--- config.mk ---
export PLATFORM = sky130hd
export DESIGN_NAME = bus_dest_regfile
export DESIGN_NICKNAME = d
export VERILOG_FILES = /design/src/rtl/bus_dest_regfile_pkg.sv /design/src/rtl/bus_dest_regfile_dest_decoder.sv /design/src/rtl/bus_dest_regfile.sv
export SDC_FILE = /design/constraint.sdc
export NUM_CORES = 1
export LEC_CHECK = 0
export ABC_CLOCK_PERIOD_IN_PS = 2400
export CAP_MARGIN = 20
export CORE_ASPECT_RATIO = 0.5
export CORE_MARGIN = 5
export CORE_UTILIZATION = 35
export CTS_BUF_LIST = sky130_fd_sc_hd__clkbuf_8 sky130_fd_sc_hd__clkbuf_16
export DETAILED_ROUTE_END_ITERATION = 8
export SETUP_SLACK_MARGIN = 0.05
export SYNTH_ARGS = -nofsm -noshare
export SYNTH_HDL_FRONTEND = slang
export SYNTH_HIERARCHICAL = 1
export SYNTH_SLANG_ARGS = --single-unit
--- constraint.sdc ---
create_clock -name clock -period 2.4 [get_ports clock]
set_input_delay 0.6 -clock clock [delete_from_list [all_inputs] [get_ports clock]]
set_output_delay 0.6 -clock clock [all_outputs]
set_load 0.005 [all_outputs]
--- src/rtl/bus_dest_regfile_pkg.sv ---
// Shared datapath definitions: destination codes and load-vector layout
// used by the bus-side encoder, multiplexer and destination register file.
package bus_dest_regfile_pkg;

    localparam logic [4:0] CODE_R0     = 5'd0;
    localparam logic [4:0] CODE_R1     = 5'd1;
    localparam logic [4:0] CODE_R2     = 5'd2;
    localparam logic [4:0] CODE_R3     = 5'd3;
    localparam logic [4:0] CODE_R4     = 5'd4;
    localparam logic [4:0] CODE_R5     = 5'd5;
    localparam logic [4:0] CODE_R6     = 5'd6;
    localparam logic [4:0] CODE_R7     = 5'd7;
    localparam logic [4:0] CODE_R8     = 5'd8;
    localparam logic [4:0] CODE_R9     = 5'd9;
    localparam logic [4:0] CODE_R10    = 5'd10;
    localparam logic [4:0] CODE_R11    = 5'd11;
    localparam logic [4:0] CODE_R12    = 5'd12;
    localparam logic [4:0] CODE_R13    = 5'd13;
    localparam logic [4:0] CODE_R14    = 5'd14;
    localparam logic [4:0] CODE_R15    = 5'd15;
    localparam logic [4:0] CODE_HI     = 5'd16;
    localparam logic [4:0] CODE_LO     = 5'd17;
    localparam logic [4:0] CODE_ZHI    = 5'd18;
    localparam logic [4:0] CODE_ZLO    = 5'd19;
    localparam logic [4:0] CODE_PC     = 5'd20;
    localparam logic [4:0] CODE_MDR    = 5'd21;
    localparam logic [4:0] CODE_INPORT = 5'd22;
    localparam logic [4:0] CODE_CEXT   = 5'd23;

    // Load vector: bits 0..15 are R0..R15, then HI, LO, PC
    localparam int LOAD_W = 19;
    localparam int LD_HI  = 16;
    localparam int LD_LO  = 17;
    localparam int LD_PC  = 18;

    function automatic logic code_is_writable(input logic [4:0] code);
        return (code <= CODE_LO) || (code == CODE_PC);
    endfunction

endpackage

--- src/rtl/bus_dest_regfile_dest_decoder.sv ---
// Combinational destination decoder: (wr_en, wr_code) to a one-hot
// load vector plus an illegal-destination indication.
module dest_decoder
    import bus_dest_regfile_pkg::*;
(
    input  logic              wr_en,
    input  logic [4:0]        wr_code,
    output logic [LOAD_W-1:0] load,
    output logic              illegal
);

    always_comb begin
        load    = '0;
        illegal = 1'b0;
        if (wr_en) begin
            if (!code_is_writable(wr_code)) begin
                illegal = 1'b1;
            end else if (wr_code == CODE_PC) begin
                load[LD_PC] = 1'b1;
            end else begin
                for (int i = 0; i < LD_PC; i++) begin
                    if (wr_code == 5'(i)) load[i] = 1'b1;
                end
            end
        end
    end

endmodule

--- src/rtl/bus_dest_regfile.sv ---
// Destination register file: R0-R15, HI, LO, PC written from the bus,
// with paired Z load, PC increment, sticky illegal-code flag and counter.
module bus_dest_regfile
    import bus_dest_regfile_pkg::*;
#(
    parameter int unsigned PC_STEP = 1,
    parameter int          CNT_W   = 16
) (
    input  logic             clock,
    input  logic             clear_n,
    input  logic [31:0]      bus_in,
    input  logic             wr_en,
    input  logic [4:0]       wr_code,
    input  logic             z_pair_wr,
    input  logic [31:0]      zhigh_in,
    input  logic [31:0]      zlo_in,
    input  logic             pc_inc,
    input  logic             err_clr,
    output logic [31:0]      r0,
    output logic [31:0]      r1,
    output logic [31:0]      r2,
    output logic [31:0]      r3,
    output logic [31:0]      r4,
    output logic [31:0]      r5,
    output logic [31:0]      r6,
    output logic [31:0]      r7,
    output logic [31:0]      r8,
    output logic [31:0]      r9,
    output logic [31:0]      r10,
    output logic [31:0]      r11,
    output logic [31:0]      r12,
    output logic [31:0]      r13,
    output logic [31:0]      r14,
    output logic [31:0]      r15,
    output logic [31:0]      hi_reg,
    output logic [31:0]      lo_reg,
    output logic [31:0]      pc,
    output logic             err_illegal,
    output logic [4:0]       err_code,
    output logic [CNT_W-1:0] wr_count
);

    logic [31:0]       gpr [16];
    logic [LOAD_W-1:0] load;
    logic [LOAD_W-1:0] load_eff;
    logic              illegal;
    logic              committed;

    dest_decoder u_dec (
        .wr_en   (wr_en),
        .wr_code (wr_code),
        .load    (load),
        .illegal (illegal)
    );

    // The Z pair owns HI/LO this cycle; a bus write to them is dropped
    always_comb begin
        load_eff = load;
        if (z_pair_wr) begin
            load_eff[LD_HI] = 1'b0;
            load_eff[LD_LO] = 1'b0;
        end
    end

    assign committed = |load_eff;

    always_ff @(posedge clock or negedge clear_n) begin
        if (!clear_n) begin
            for (int i = 0; i < 16; i++) gpr[i] <= '0;
        end else begin
            for (int i = 0; i < 16; i++) begin
                if (load_eff[i]) gpr[i] <= bus_in;
            end
        end
    end

    always_ff @(posedge clock or negedge clear_n) begin
        if (!clear_n) begin
            hi_reg <= '0;
            lo_reg <= '0;
        end else if (z_pair_wr) begin
            hi_reg <= zhigh_in;
            lo_reg <= zlo_in;
        end else begin
            if (load_eff[LD_HI]) hi_reg <= bus_in;
            if (load_eff[LD_LO]) lo_reg <= bus_in;
        end
    end

    always_ff @(posedge clock or negedge clear_n) begin
        if (!clear_n) begin
            pc <= '0;
        end else if (load_eff[LD_PC]) begin
            pc <= bus_in;
        end else if (pc_inc) begin
            pc <= pc + 32'(PC_STEP);
        end
    end

    // A new illegal write outranks a same-cycle clear
    always_ff @(posedge clock or negedge clear_n) begin
        if (!clear_n) begin
            err_illegal <= 1'b0;
            err_code    <= '0;
        end else if (illegal) begin
            err_illegal <= 1'b1;
            if (!err_illegal || err_clr) err_code <= wr_code;
        end else if (err_clr) begin
            err_illegal <= 1'b0;
            err_code    <= '0;
        end
    end

    always_ff @(posedge clock or negedge clear_n) begin
        if (!clear_n) begin
            wr_count <= '0;
        end else if (committed) begin
            wr_count <= wr_count + 1'b1;
        end
    end

    assign r0  = gpr[0];
    assign r1  = gpr[1];
    assign r2  = gpr[2];
    assign r3  = gpr[3];
    assign r4  = gpr[4];
    assign r5  = gpr[5];
    assign r6  = gpr[6];
    assign r7  = gpr[7];
    assign r8  = gpr[8];
    assign r9  = gpr[9];
    assign r10 = gpr[10];
    assign r11 = gpr[11];
    assign r12 = gpr[12];
    assign r13 = gpr[13];
    assign r14 = gpr[14];
    assign r15 = gpr[15];

endmodule

==> flow_summary.ini <==
[routing]
totalWireLength_mm = 98.58
drc = 0
via_per_inst = 5.084
routedWlPerCell_um = 27.73
route.antenna.remaining_nets = 0
drtIter0Drc = 1013
dr_total_vias = 18080
drtPass1Iterations = 5

[global_routing]
grt_overflow = 0
grt_usage = 0.2463
antenna_found_initial = 4
grt_pass1_vias = 18250
grt_max_degree = 129
grt_pass1_wl_mm = 137.9

[yosys]
async_flop_share = 1.000
synthFlopType = dfrtp_1
yosys_warnings = 6
synth_edf_count = 0
ys_types = 39
syn_nets = 1877
syn_area_mm2 = 0.02501
avgSynthCellArea_um2 = 14.15
yosysSeqAreaShare = 0.6304
synth-seq-cells = 630
syn-instance-count = 1768

[final_layout]
final_nets = 2656
fillers = 6163
design_area_mm2 = 0.03672
layout-drive-gt1-share = 0.3086
final_core_util = 0.5181
syn2layout_area_growth_pct = 46.84

[place]
globalplace.congestion = 0.8296
portBuffers = 736
hpwl_mm = 70.87
placedInstanceArea_mm2 = 0.03456
dp_slack_ps = -501.1

[sta]
setup_ws_ps = 90.07
final-setup-viol-count = 0
slew_viol_final = 0
rsz0062_at_grt = true
fmax_mhz = 432.9
fin_crit_sh = 0.9625
fin_crit_ps = 2310
finalHoldViolCount = 0
worstMarginPinSlew_ps = 681.0
relSlewSlack = 0.5460
fin_skew_ps = 18.80
setup_tns_ps = 0

[power_and_ir_drop]
power.leakage_nw = 15.64
p_per_area_mw_per_mm2 = 879.4
switchingPower_mw = 8.812
clkPwrFrac = 0.313
p_sw_frac = 0.2729
ir_drop_uv = 525.1
pwr-share-seq = 0.431
power.internal_mw = 23.48
p_total_mw = 32.29
p_comb_frac = 0.257

[clock_tree]
numCtsBuffers = 59
cts.sinks = 630
clkTransAtPathRegs_ps = 60
clk_latency_ps = 640
cts_max_level = 2
cts_root_buf = clkbuf_16
cts_tree = built
cts_max_path_buffers = 3

[die]
initial_core_util = 0.3528
num_io_pins = 737
coreArea_mm2 = 0.07088
rows = 69
die_width_um = 388.0
die_h_um = 199.0
die_area_mm2 = 0.07722

[critical_path]
cp_top_family = buffers and inverters
startpoint_type = flop
crit_buf_inv = 1
crit_fanout = 6
critical_path.cell_chain = clkdlybuf4s50_1
cp.required_ps = 1800
arrival_ps = 1710
crit_path_end_kind = primary output
crit_path_top_delay_cell = clkdlybuf4s50_1
critPathMaxStageDelay_ps = 630
worstSetupPathType = reg2out

[status]
outcome = complete, no violations

[min_path]
hold_path.class = in2async

[job]
maxCapViolations = 0
-- logic make-up after synthesis --
family / share of synthesized area
multiplexers: 0.2570
AND/OR/NAND/NOR: 0.04368
AO/OA/AOI/OAI: 0.03232
flip-flops: 0.6304
buffers and inverters: 0.02582
adder cells (fa/ha/maj): 0.001000
XOR/XNOR: 0.009806
-- power groups by stage --
stage | clock [mW] | combinational [mW] | sequential (mW)
2_1_floorplan | 0 | 2.14 | 14.1
3_3_place_gp | 0 | 8.34 | 14.0
3_5_place_dp | 0 | 8.41 | 14.1
4_1_cts | 10.3 | 8.41 | 13.9
5_1_grt | 10.8 | 8.68 | 14.2
6_report | 10.1 | 8.28 | 13.9
-- worst paths after layout --
kind	from	endpoint	slack, ps	depth (start not counted)
max	pc[24]	pc[24]	90	1
min	clear_n	r7[9]	470	2
max reg2reg	pc[6]	pc[24]	280	4
min reg2reg	wr_count[15]	wr_count[15]	500	1
max in group asynchronous	clear_n	r0[24]	1060	4
min in group clock	wr_count[15]	wr_count[15]	500	1
-- area by class of cell --
type	instances	area, um2	share of cell area
sequential	630	15780	0.4297
multi-input combinational	968	8775	0.2389
clock buffer	75	1708	0.04651
antenna	1	2.502	0.00006814
timing repair buffer	883	8864	0.2414
inverter	5	18.77	0.0005111
tap	958	1199	0.03264
clock inverter	35	377.9	0.01029
-- through the flow --
stage,instances,hold slack (ps)
finish,3555,467.7
floorplan,1768,304.4
global route,3555,459.1
global placement,3439,489.0
CTS,3550,446.7
detailed placement,3439,488.8
-- timing repair --
action / 4_1_cts / 5_1_grt
endpoints found under the hold margin: 26 / 0
resized for setup: 13 / 10
setup buffers: 0 / 4
hold buffers: 1 / 0
pin swaps: 0 / 4
endpoints found under the setup margin: 12 / 22
-- routing by layer --
layer,share of wire,vias up,wire [um],GRT usage
li1,-,7776,-,-
met1,0.40,9667,39010,0.2999
met2,0.53,460,51940,0.4506
met3,0.035,172,3459,0.03254
met4,0.042,0,4168,0.09189
met5,0,-,0,0
-- cells in the final DEF, fill, tap and decap left out, types with 12 or more instances in the layout --
cell and instances:
mux2i_1 65, buf_4 115, nand2_1 98, clkdlybuf4s50_1 728, inv_1 12, nor2_4 16, o21ai_0 82, or4_1 17
clkbuf_8 15, buf_12 31, a31oi_1 17, nand4_1 14, xnor2_1 24, o31ai_1 14, clkbuf_16 60, nor2_1 27
mux2_2 513, dfrtp_1 619
-- cells in the mapped netlist, drive strengths merged, types with 6 or more instances --
cell type  number  area, um2
nor2           43      161.4
dfrtp         630      15770
nand4          14      87.58
or4            18      138.9
xnor2          24      210.2
mux2i          65      650.6
nor4           10      62.56
o2111ai        12      105.1
nand3          11      60.06
clkbuf        158      593.1
o31ai          14      105.1
and3            6      37.54
a31oi          17      106.4
mux2          513       5777
buf             7      33.78
nand2         100      375.4
o21ai          82      410.4
No activity file was read; power rests on OpenSTA's default activity.
